[src/rtl/dispatch_stage_pkg.sv]
// -----------------------------------------------------------------------------
// dispatch_stage_pkg
//   Shared constants and types for the rename -> reservation-station dispatch
//   slice. The localparams are the default configuration of dispatch_stage;
//   the entry layout below matches that default and is what neighbouring
//   blocks (and the bench model) use to talk about a queued uop.
// -----------------------------------------------------------------------------
package dispatch_stage_pkg;

  localparam int DISP_WIDTH  = 2;   // rename/dispatch lanes per cycle
  localparam int NUM_PIPES   = 4;   // execution pipes, one RS each
  localparam int QUEUE_DEPTH = 8;   // unified dispatch queue entries
  localparam int UOP_W       = 64;  // uop payload width
  localparam int ROB_IDX_W   = 6;   // ROB index width, wraps naturally
  localparam int RS_CNT_W    = 4;   // width of each RS free count
  localparam int PIPE_W      = $clog2(NUM_PIPES);

  typedef logic [PIPE_W-1:0]    pipe_idx_t;
  typedef logic [ROB_IDX_W-1:0] rob_idx_t;

  // One queued uop: payload, target pipe and the ROB slot it was given.
  typedef struct packed {
    logic [UOP_W-1:0] uop;
    pipe_idx_t        pipe;
    rob_idx_t         rob_idx;
  } disp_entry_t;

endpackage

[src/rtl/dispatch_stage_queue.sv]
// -----------------------------------------------------------------------------
// dispatch_queue
//   Circular buffer with LANES write ports (tail+i) and LANES read ports
//   (head+k). The caller supplies how many lanes to write and how many read
//   slots were consumed; the queue owns head, tail and occupancy. Full and
//   empty are judged from occupancy only, so pointers simply wrap.
//
// Ports
//   clk, rst     clock, synchronous active-high reset
//   flush_i      empty the queue (pointers and count back to zero)
//   wr_cnt_i     number of entries written this cycle, from lane 0 upward
//   wr_data_i    write data per lane
//   rd_cnt_i     number of entries consumed this cycle, from slot 0 upward
//   rd_data_o    entry at head+k for each read slot (unqualified)
//   occupancy_o  number of valid entries
// -----------------------------------------------------------------------------
module dispatch_queue #(
  parameter  int LANES   = 2,
  parameter  int DEPTH   = 8,
  parameter  int ENTRY_W = 72,
  localparam int PTR_W   = $clog2(DEPTH),
  localparam int CNT_W   = PTR_W + 1,
  localparam int LCNT_W  = $clog2(LANES + 1)
) (
  input  logic                           clk,
  input  logic                           rst,
  input  logic                           flush_i,
  input  logic [LCNT_W-1:0]              wr_cnt_i,
  input  logic [LANES-1:0][ENTRY_W-1:0]  wr_data_i,
  input  logic [LCNT_W-1:0]              rd_cnt_i,
  output logic [LANES-1:0][ENTRY_W-1:0]  rd_data_o,
  output logic [CNT_W-1:0]               occupancy_o
);

  logic [ENTRY_W-1:0] mem_q [DEPTH];
  logic [PTR_W-1:0]   head_q, head_d;
  logic [PTR_W-1:0]   tail_q, tail_d;
  logic [CNT_W-1:0]   occ_q,  occ_d;

  // NOTE: every combinational output gets a default first, so no path through the block can infer a latch.
  always_comb begin
    head_d = head_q + PTR_W'(rd_cnt_i);
    tail_d = tail_q + PTR_W'(wr_cnt_i);
    occ_d  = occ_q + CNT_W'(wr_cnt_i) - CNT_W'(rd_cnt_i);
    if (flush_i) begin
      head_d = '0;
      tail_d = '0;
      occ_d  = '0;
    end
  end

  // NOTE: sequential state uses non-blocking assignments so every register samples pre-edge values.
  always_ff @(posedge clk) begin
    if (rst) begin
      head_q <= '0;
      tail_q <= '0;
      occ_q  <= '0;
    end else begin
      head_q <= head_d;
      tail_q <= tail_d;
      occ_q  <= occ_d;
    end
  end

  // NOTE: storage is not reset; occupancy alone decides which entries are meaningful.
  always_ff @(posedge clk) begin
    for (int i = 0; i < LANES; i++) begin
      if (LCNT_W'(i) < wr_cnt_i) begin
        mem_q[tail_q + PTR_W'(i)] <= wr_data_i[i];
      end
    end
  end

  always_comb begin
    for (int k = 0; k < LANES; k++) begin
      rd_data_o[k] = mem_q[head_q + PTR_W'(k)];
    end
  end

  assign occupancy_o = occ_q;

endmodule

[src/rtl/dispatch_stage.sv]
// -----------------------------------------------------------------------------
// dispatch_stage
//   N-wide in-order dispatch between rename and the per-pipe reservation
//   stations. Accepted uops get consecutive ROB indices starting at
//   rob_tail_idx and are queued; each cycle up to DISP_WIDTH of the oldest
//   uops are sent to their pipes, stopping at the first one that cannot go
//   (stall, flush, empty slot, pipe already used this cycle, or RS full).
//
// Ports
//   clk, rst       clock, synchronous active-high reset
//   flush          drop everything queued and arriving this cycle
//   stall          hold dispatch; enqueue keeps going while in_ready
//   in_valid/uop/pipe   rename lanes (valid contiguous from lane 0)
//   in_ready       room for a full rename group in queue and ROB
//   rob_tail_idx   ROB index for lane 0; rob_free_cnt free ROB entries
//   rob_alloc      per-lane ROB allocate strobe (lane accepted)
//   rs_free_cnt    free RS entries per pipe
//   out_valid/uop/pipe/rob_idx   dispatch slots
//   occupancy      valid queue entries
// -----------------------------------------------------------------------------
module dispatch_stage
  import dispatch_stage_pkg::*;
#(
  parameter int DISP_WIDTH  = dispatch_stage_pkg::DISP_WIDTH,
  parameter int NUM_PIPES   = dispatch_stage_pkg::NUM_PIPES,
  parameter int QUEUE_DEPTH = dispatch_stage_pkg::QUEUE_DEPTH,
  parameter int UOP_W       = dispatch_stage_pkg::UOP_W,
  parameter int ROB_IDX_W   = dispatch_stage_pkg::ROB_IDX_W,
  parameter int RS_CNT_W    = dispatch_stage_pkg::RS_CNT_W,
  parameter int PIPE_W      = $clog2(NUM_PIPES)
) (
  input  logic                            clk,
  input  logic                            rst,
  input  logic                            flush,
  input  logic                            stall,
  input  logic [DISP_WIDTH-1:0]           in_valid,
  input  logic [DISP_WIDTH*UOP_W-1:0]     in_uop,
  input  logic [DISP_WIDTH*PIPE_W-1:0]    in_pipe,
  output logic                            in_ready,
  input  logic [ROB_IDX_W-1:0]            rob_tail_idx,
  input  logic [ROB_IDX_W:0]              rob_free_cnt,
  output logic [DISP_WIDTH-1:0]           rob_alloc,
  input  logic [NUM_PIPES*RS_CNT_W-1:0]   rs_free_cnt,
  output logic [DISP_WIDTH-1:0]           out_valid,
  output logic [DISP_WIDTH*UOP_W-1:0]     out_uop,
  output logic [DISP_WIDTH*PIPE_W-1:0]    out_pipe,
  output logic [DISP_WIDTH*ROB_IDX_W-1:0] out_rob_idx,
  output logic [$clog2(QUEUE_DEPTH):0]    occupancy
);

  localparam int QPTR_W  = $clog2(QUEUE_DEPTH);
  localparam int OCC_W   = QPTR_W + 1;
  localparam int LCNT_W  = $clog2(DISP_WIDTH + 1);
  localparam int ROBC_W  = ROB_IDX_W + 1;
  localparam int ENTRY_W = UOP_W + PIPE_W + ROB_IDX_W;

  typedef struct packed {
    logic [UOP_W-1:0]     uop;
    logic [PIPE_W-1:0]    pipe;
    logic [ROB_IDX_W-1:0] rob_idx;
  } entry_t;

  entry_t [DISP_WIDTH-1:0] wr_entry;
  entry_t [DISP_WIDTH-1:0] rd_entry;
  logic   [LCNT_W-1:0]     wr_cnt;
  logic   [LCNT_W-1:0]     rd_cnt;
  logic   [OCC_W-1:0]      occ;
  logic   [DISP_WIDTH-1:0] accept;
  logic   [DISP_WIDTH-1:0] fire;
  logic                    room_ok;
  logic                    rob_ok;

  dispatch_queue #(
    .LANES   (DISP_WIDTH),
    .DEPTH   (QUEUE_DEPTH),
    .ENTRY_W (ENTRY_W)
  ) u_queue (
    .clk         (clk),
    .rst         (rst),
    .flush_i     (flush),
    .wr_cnt_i    (wr_cnt),
    .wr_data_i   (wr_entry),
    .rd_cnt_i    (rd_cnt),
    .rd_data_o   (rd_entry),
    .occupancy_o (occ)
  );

  // Readiness looks only at the registered count: a whole rename group must
  // fit without counting on anything leaving this cycle.
  assign room_ok  = (OCC_W'(QUEUE_DEPTH) - occ) >= OCC_W'(DISP_WIDTH);
  assign rob_ok   = rob_free_cnt >= ROBC_W'(DISP_WIDTH);
  assign in_ready = ~rst & room_ok & rob_ok;

  // Enqueue: a lane is taken only while every lane below it is valid, so a
  // valid lane sitting above a gap is ignored. Accepted lanes are therefore
  // always contiguous from lane 0 and a simple count drives the queue.
  always_comb begin : enqueue_logic
    logic run;
    accept = '0;
    wr_cnt = '0;
    run    = in_ready & ~flush;
    for (int i = 0; i < DISP_WIDTH; i++) begin
      run       = run & in_valid[i];
      accept[i] = run;
      if (run) begin
        wr_cnt = wr_cnt + LCNT_W'(1);
      end
      wr_entry[i].uop     = in_uop[i*UOP_W +: UOP_W];
      wr_entry[i].pipe    = in_pipe[i*PIPE_W +: PIPE_W];
      wr_entry[i].rob_idx = rob_tail_idx + ROB_IDX_W'(i);
    end
  end

  assign rob_alloc = accept;

  // Dispatch: strictly in order from head. Once a slot is blocked nothing
  // younger may go; each pipe has one RS write port, so a pipe already used
  // by an earlier slot this cycle blocks the later slot too.
  always_comb begin : fire_logic
    logic                 go;
    logic [NUM_PIPES-1:0] used;
    logic [RS_CNT_W-1:0]  free_sel;
    fire   = '0;
    rd_cnt = '0;
    used   = '0;
    go     = ~rst & ~stall & ~flush;
    for (int k = 0; k < DISP_WIDTH; k++) begin
      free_sel = '0;
      for (int p = 0; p < NUM_PIPES; p++) begin
        if (rd_entry[k].pipe == PIPE_W'(p)) begin
          free_sel = rs_free_cnt[p*RS_CNT_W +: RS_CNT_W];
        end
      end
      if (OCC_W'(k) >= occ)          go = 1'b0;
      if (used[rd_entry[k].pipe])    go = 1'b0;
      if (free_sel == '0)            go = 1'b0;
      fire[k] = go;
      if (go) begin
        used[rd_entry[k].pipe] = 1'b1;
        rd_cnt = rd_cnt + LCNT_W'(1);
      end
    end
  end

  always_comb begin
    out_uop     = '0;
    out_pipe    = '0;
    out_rob_idx = '0;
    for (int k = 0; k < DISP_WIDTH; k++) begin
      out_uop[k*UOP_W +: UOP_W]             = rd_entry[k].uop;
      out_pipe[k*PIPE_W +: PIPE_W]          = rd_entry[k].pipe;
      out_rob_idx[k*ROB_IDX_W +: ROB_IDX_W] = rd_entry[k].rob_idx;
    end
  end

  assign out_valid = fire;
  assign occupancy = occ;

endmodule

[config.mk]
export PLATFORM = sky130hd
export DESIGN_NAME = dispatch_stage
export DESIGN_NICKNAME = d
export VERILOG_FILES = /design/src/rtl/dispatch_stage_pkg.sv /design/src/rtl/dispatch_stage_queue.sv /design/src/rtl/dispatch_stage.sv
export SDC_FILE = /design/constraint.sdc
export NUM_CORES = 1
export LEC_CHECK = 0
export CAP_MARGIN = 20
export CORE_MARGIN = 2
export CORE_UTILIZATION = 40
export DETAILED_ROUTE_END_ITERATION = 8
export DONT_BUFFER_PORTS = 1
export SYNTH_ARGS = -nofsm -noshare
export SYNTH_HDL_FRONTEND = slang
export SYNTH_SLANG_ARGS = --single-unit
export TNS_END_PERCENT = 10
[constraint.sdc]
create_clock -name clk -period 10.3 [get_ports clk]
set_input_delay 2.06 -clock clk [delete_from_list [all_inputs] [get_ports clk]]
set_output_delay 2.06 -clock clk [all_outputs]
set_load 0.03 [all_outputs]
==> metrics.yaml <==
logic_synthesis:
  ys.flop_type: "edfxtp_1"
  seq_area_frac_synth: 0.518
  async_flop_share: 0
  synth_top_family_by_area: "multiplexers"
  yosysUniqueCellTypes: 43
  synth_area_per_cell_um2: 17.6
  synthSimpleGateAreaFrac: 0.0163
  yosys.area.top_type_share: 0.512
  yosysWarnings: 0
  synth_area_leaders: "edfxtp_1 (51%), mux2_2 (22%), mux4_2 (19%)"
  synth_edf_count: 576
  synth_fp_nets: 2098
  muxShareOfSynthArea: 0.421
  synth-seq-cells: 586
  synth_xor_area_frac: 0.0106
  synth_most_common_cell: "mux2_2"
  synth_compound_area_frac: 0.00426
  syn_inst: 1914
  yosys.area.top_type: "edfxtp_1"
  synth_commonest_cells: "mux2_2 (660), edfxtp_1 (576), mux4_2 (286)"
  syn_area_um2: 33800
  synthAdderAreaFrac: 0.00719
final_layout:
  drive_gt1_frac: 0.579
  regArea_um2: 17500
  multi_input_area_um2: 15700
  n_fill_cell: 7232
  instances_no_fill: 3007
  final_nets: 2057
  syn_to_final_growth_pct: 10.1
  antenna_cells: 0
hold_path:
  holdPathStages: 2
  hold_end: "u_queue.tail_q[2]"
  min_path_type: "flip-flop to flip-flop"
  hold_start: "u_queue.tail_q[2]"
critical_path:
  critical_path.startpoint_type: "flip-flop"
  worstSetupPathType: "flip-flop to primary output"
  rr_startpoint: "u_queue.head_q[1]"
  rr_endpoint: "u_queue.occupancy_o[3]"
  worstPathCellList: "ha_4 -> buf_4 -> buf_4 -> mux4_2 -> mux2_2"
  max_stage_delay_ns: 0.83
  cp.required_ns: 8.24
  worstPathMaxFanout: 42
  critPathArrivalTime_ns: 4.91
  r2r_setup_slack_ns: 4.47
  reg2reg_depth: 14
  cpMostUsedCell: "buf_4"
  endpoint_kind: "primary output"
  crit_path_top_delay_cell: "buf_4"
sta:
  rsz0062_at_grt: "no"
  slew_headroom: 0.262
  fin_skew_ns: 0.0274
  slew_violations: 0
  hold_violations: 0
  timing.final.crit_share: 0.677
  tightest_slew_ns: 1.11
  timing.fmax_ghz: 0.143
  finalSetupViolations: 0
  fin_crit_ns: 6.97
  tns_ns: 0
global_route:
  grt_pass1_wl_mm: 142
  grt_pass1_vias: 20300
  grt_antenna_before_repair: 0
  grt-ovfl-total: 0
  grt_max_degree: 130
  grt.total_usage: 0.227
die:
  start_util: 0.404
  die_area_um2: 86700
  rows: 106
  design.core.area_um2: 83600
  die_x_um: 294
  die_h_um: 294
  pin_count: 320
routing:
  drt_iter0_markers: 1256
  routed_wl_mm: 98.0
  post-route-drc-count: 0
  num_vias: 18800
  first_pass_iters: 5
  drt-wirelength-per-cell_um: 32.6
  vias_per_cell: 6.25
  antenna_left: 0
clock_network:
  insertion_delay_ns: 0.62
  numCtsBuffers: 72
  cts_max_path_buffers: 3
  ctsHoldBuffers: 0
  cts_setup_buffers: 0
  htreeDepth: 3
  root_buffer: "clkbuf_16"
  cts_tree: "built"
  cts.repair.resized: 0
  clkTransAtPathRegs_ns: 0.06
  cts.sinks: 586
run:
  cap_violations: 0
place:
  gp_congestion: 0.781
  dpl.hpwl_mm: 56.3
  dp.cells: 2879
  io_buffer_count: 0
pwr:
  cellLeakagePower_nw: 11.5
  power_frac_seq: 0.486
  netSwitchingFraction: 0.219
  power_frac_clock: 0.453
  peakVddDrop_mv: 0.109
  p_comb_frac: 0.061
  internal-power_mw: 4.28
  power_switching_mw: 1.20
  powerDensity_nw_per_um2: 147
status:
  status: "finished, final reports clean"
worst max-delay path: cells and delay by family (launching register included):
kind,cells,cell delay (ns)
buffers and inverters,2,1.64
adder cells (fa/ha/maj),1,0.79
multiplexers,2,1.00
flip-flops,1,0.80
per-stage QoR:
stage	power [mW]	utilization	hold slack, ns	area [um2]	setup WS [ns]
after floorplan	2.98	-	0.578	33800	0.883
after global placement	3.03	0.418	0.663	34900	3.73
after detailed placement	3.04	0.418	0.680	34900	3.76
after CTS	5.53	0.445	0.687	37200	3.09
after global routing	5.64	0.445	0.727	37200	2.91
final	5.47	0.445	0.686	37200	3.33
flip-flops by register name, indices dropped and copies added, names as in the netlist:
signal / flops
u_queue.occupancy_o: 4
u_queue.mem_q: 576
u_queue.tail_q: 3
u_queue.head_q: 3
power groups by stage:
stage | combinational [mW] | sequential (mW) | clock (mW)
2_1_floorplan | 0.276 | 2.71 | 0
4_1_cts | 0.336 | 2.66 | 2.54
3_5_place_dp | 0.334 | 2.71 | 0
6_report | 0.332 | 2.66 | 2.48
3_3_place_gp | 0.326 | 2.71 | 0
5_1_grt | 0.357 | 2.66 | 2.62
layer usage:
metal | vias to the layer above | track usage | wire length, um
met5 | - | 0 | 0
met4 | 0 | 0.0549 | 2050
met3 | 134 | 0.0713 | 8250
met2 | 628 | 0.391 | 49600
met1 | 10100 | 0.276 | 38100
li1 | 7886 | - | -
kinds of logic after synthesis:
logic type                 count (synthesis)
muxes                                    974
DFF                                      586
buffers and inverters                    169
and+or+nand+nor                          102
xor gates and xnor gates                  41
AOI/OAI and AO/OA                         25
adders and majority gates                 17
worst max path at each step:
| stage | start | to | slack [ns] |
|---|---|---|---|
| after floorplan | rob_free_cnt[4] | u_queue.mem_q[1][0] | 0.88 |
| after global routing | u_queue.head_q[1] | out_uop[94] | 2.91 |
| final | u_queue.head_q[1] | out_uop[94] | 3.33 |
| after global placement | u_queue.head_q[1] | out_uop[94] | 3.73 |
| after detailed placement | u_queue.head_q[1] | out_uop[94] | 3.76 |
| after CTS | u_queue.head_q[1] | out_uop[94] | 3.09 |
layout by cell type (no fill, tap or decap), types with 8 or more instances in the layout:
cell type  instances
mux2_2           660
edfxtp_1         576
mux4_2           286
clkbuf_16         72
buf_4             38
xor2_1            24
clkbuf_1          22
nor2_1            19
nand2_1           19
xnor2_1           16
nor3_1            15
inv_1             14
ha_1              12
mux2_4            11
clkinv_1          10
o21ai_0            9
mux2i_1            9
clkinv_2           9
nand4_1            8
mux2_1             8
final cells by class:
| type | instances | area share |
|---|---|---|
| clock inverters | 34 | 0.00987 |
| clock buffers | 94 | 0.0507 |
| well taps | 1080 | 0.0364 |
| multi-input cells | 1159 | 0.422 |
| repair buffers | 40 | 0.00862 |
| flip-flops and latches | 586 | 0.471 |
| inverters | 14 | 0.00141 |
Note: power is estimated with default switching activity, not from simulation.
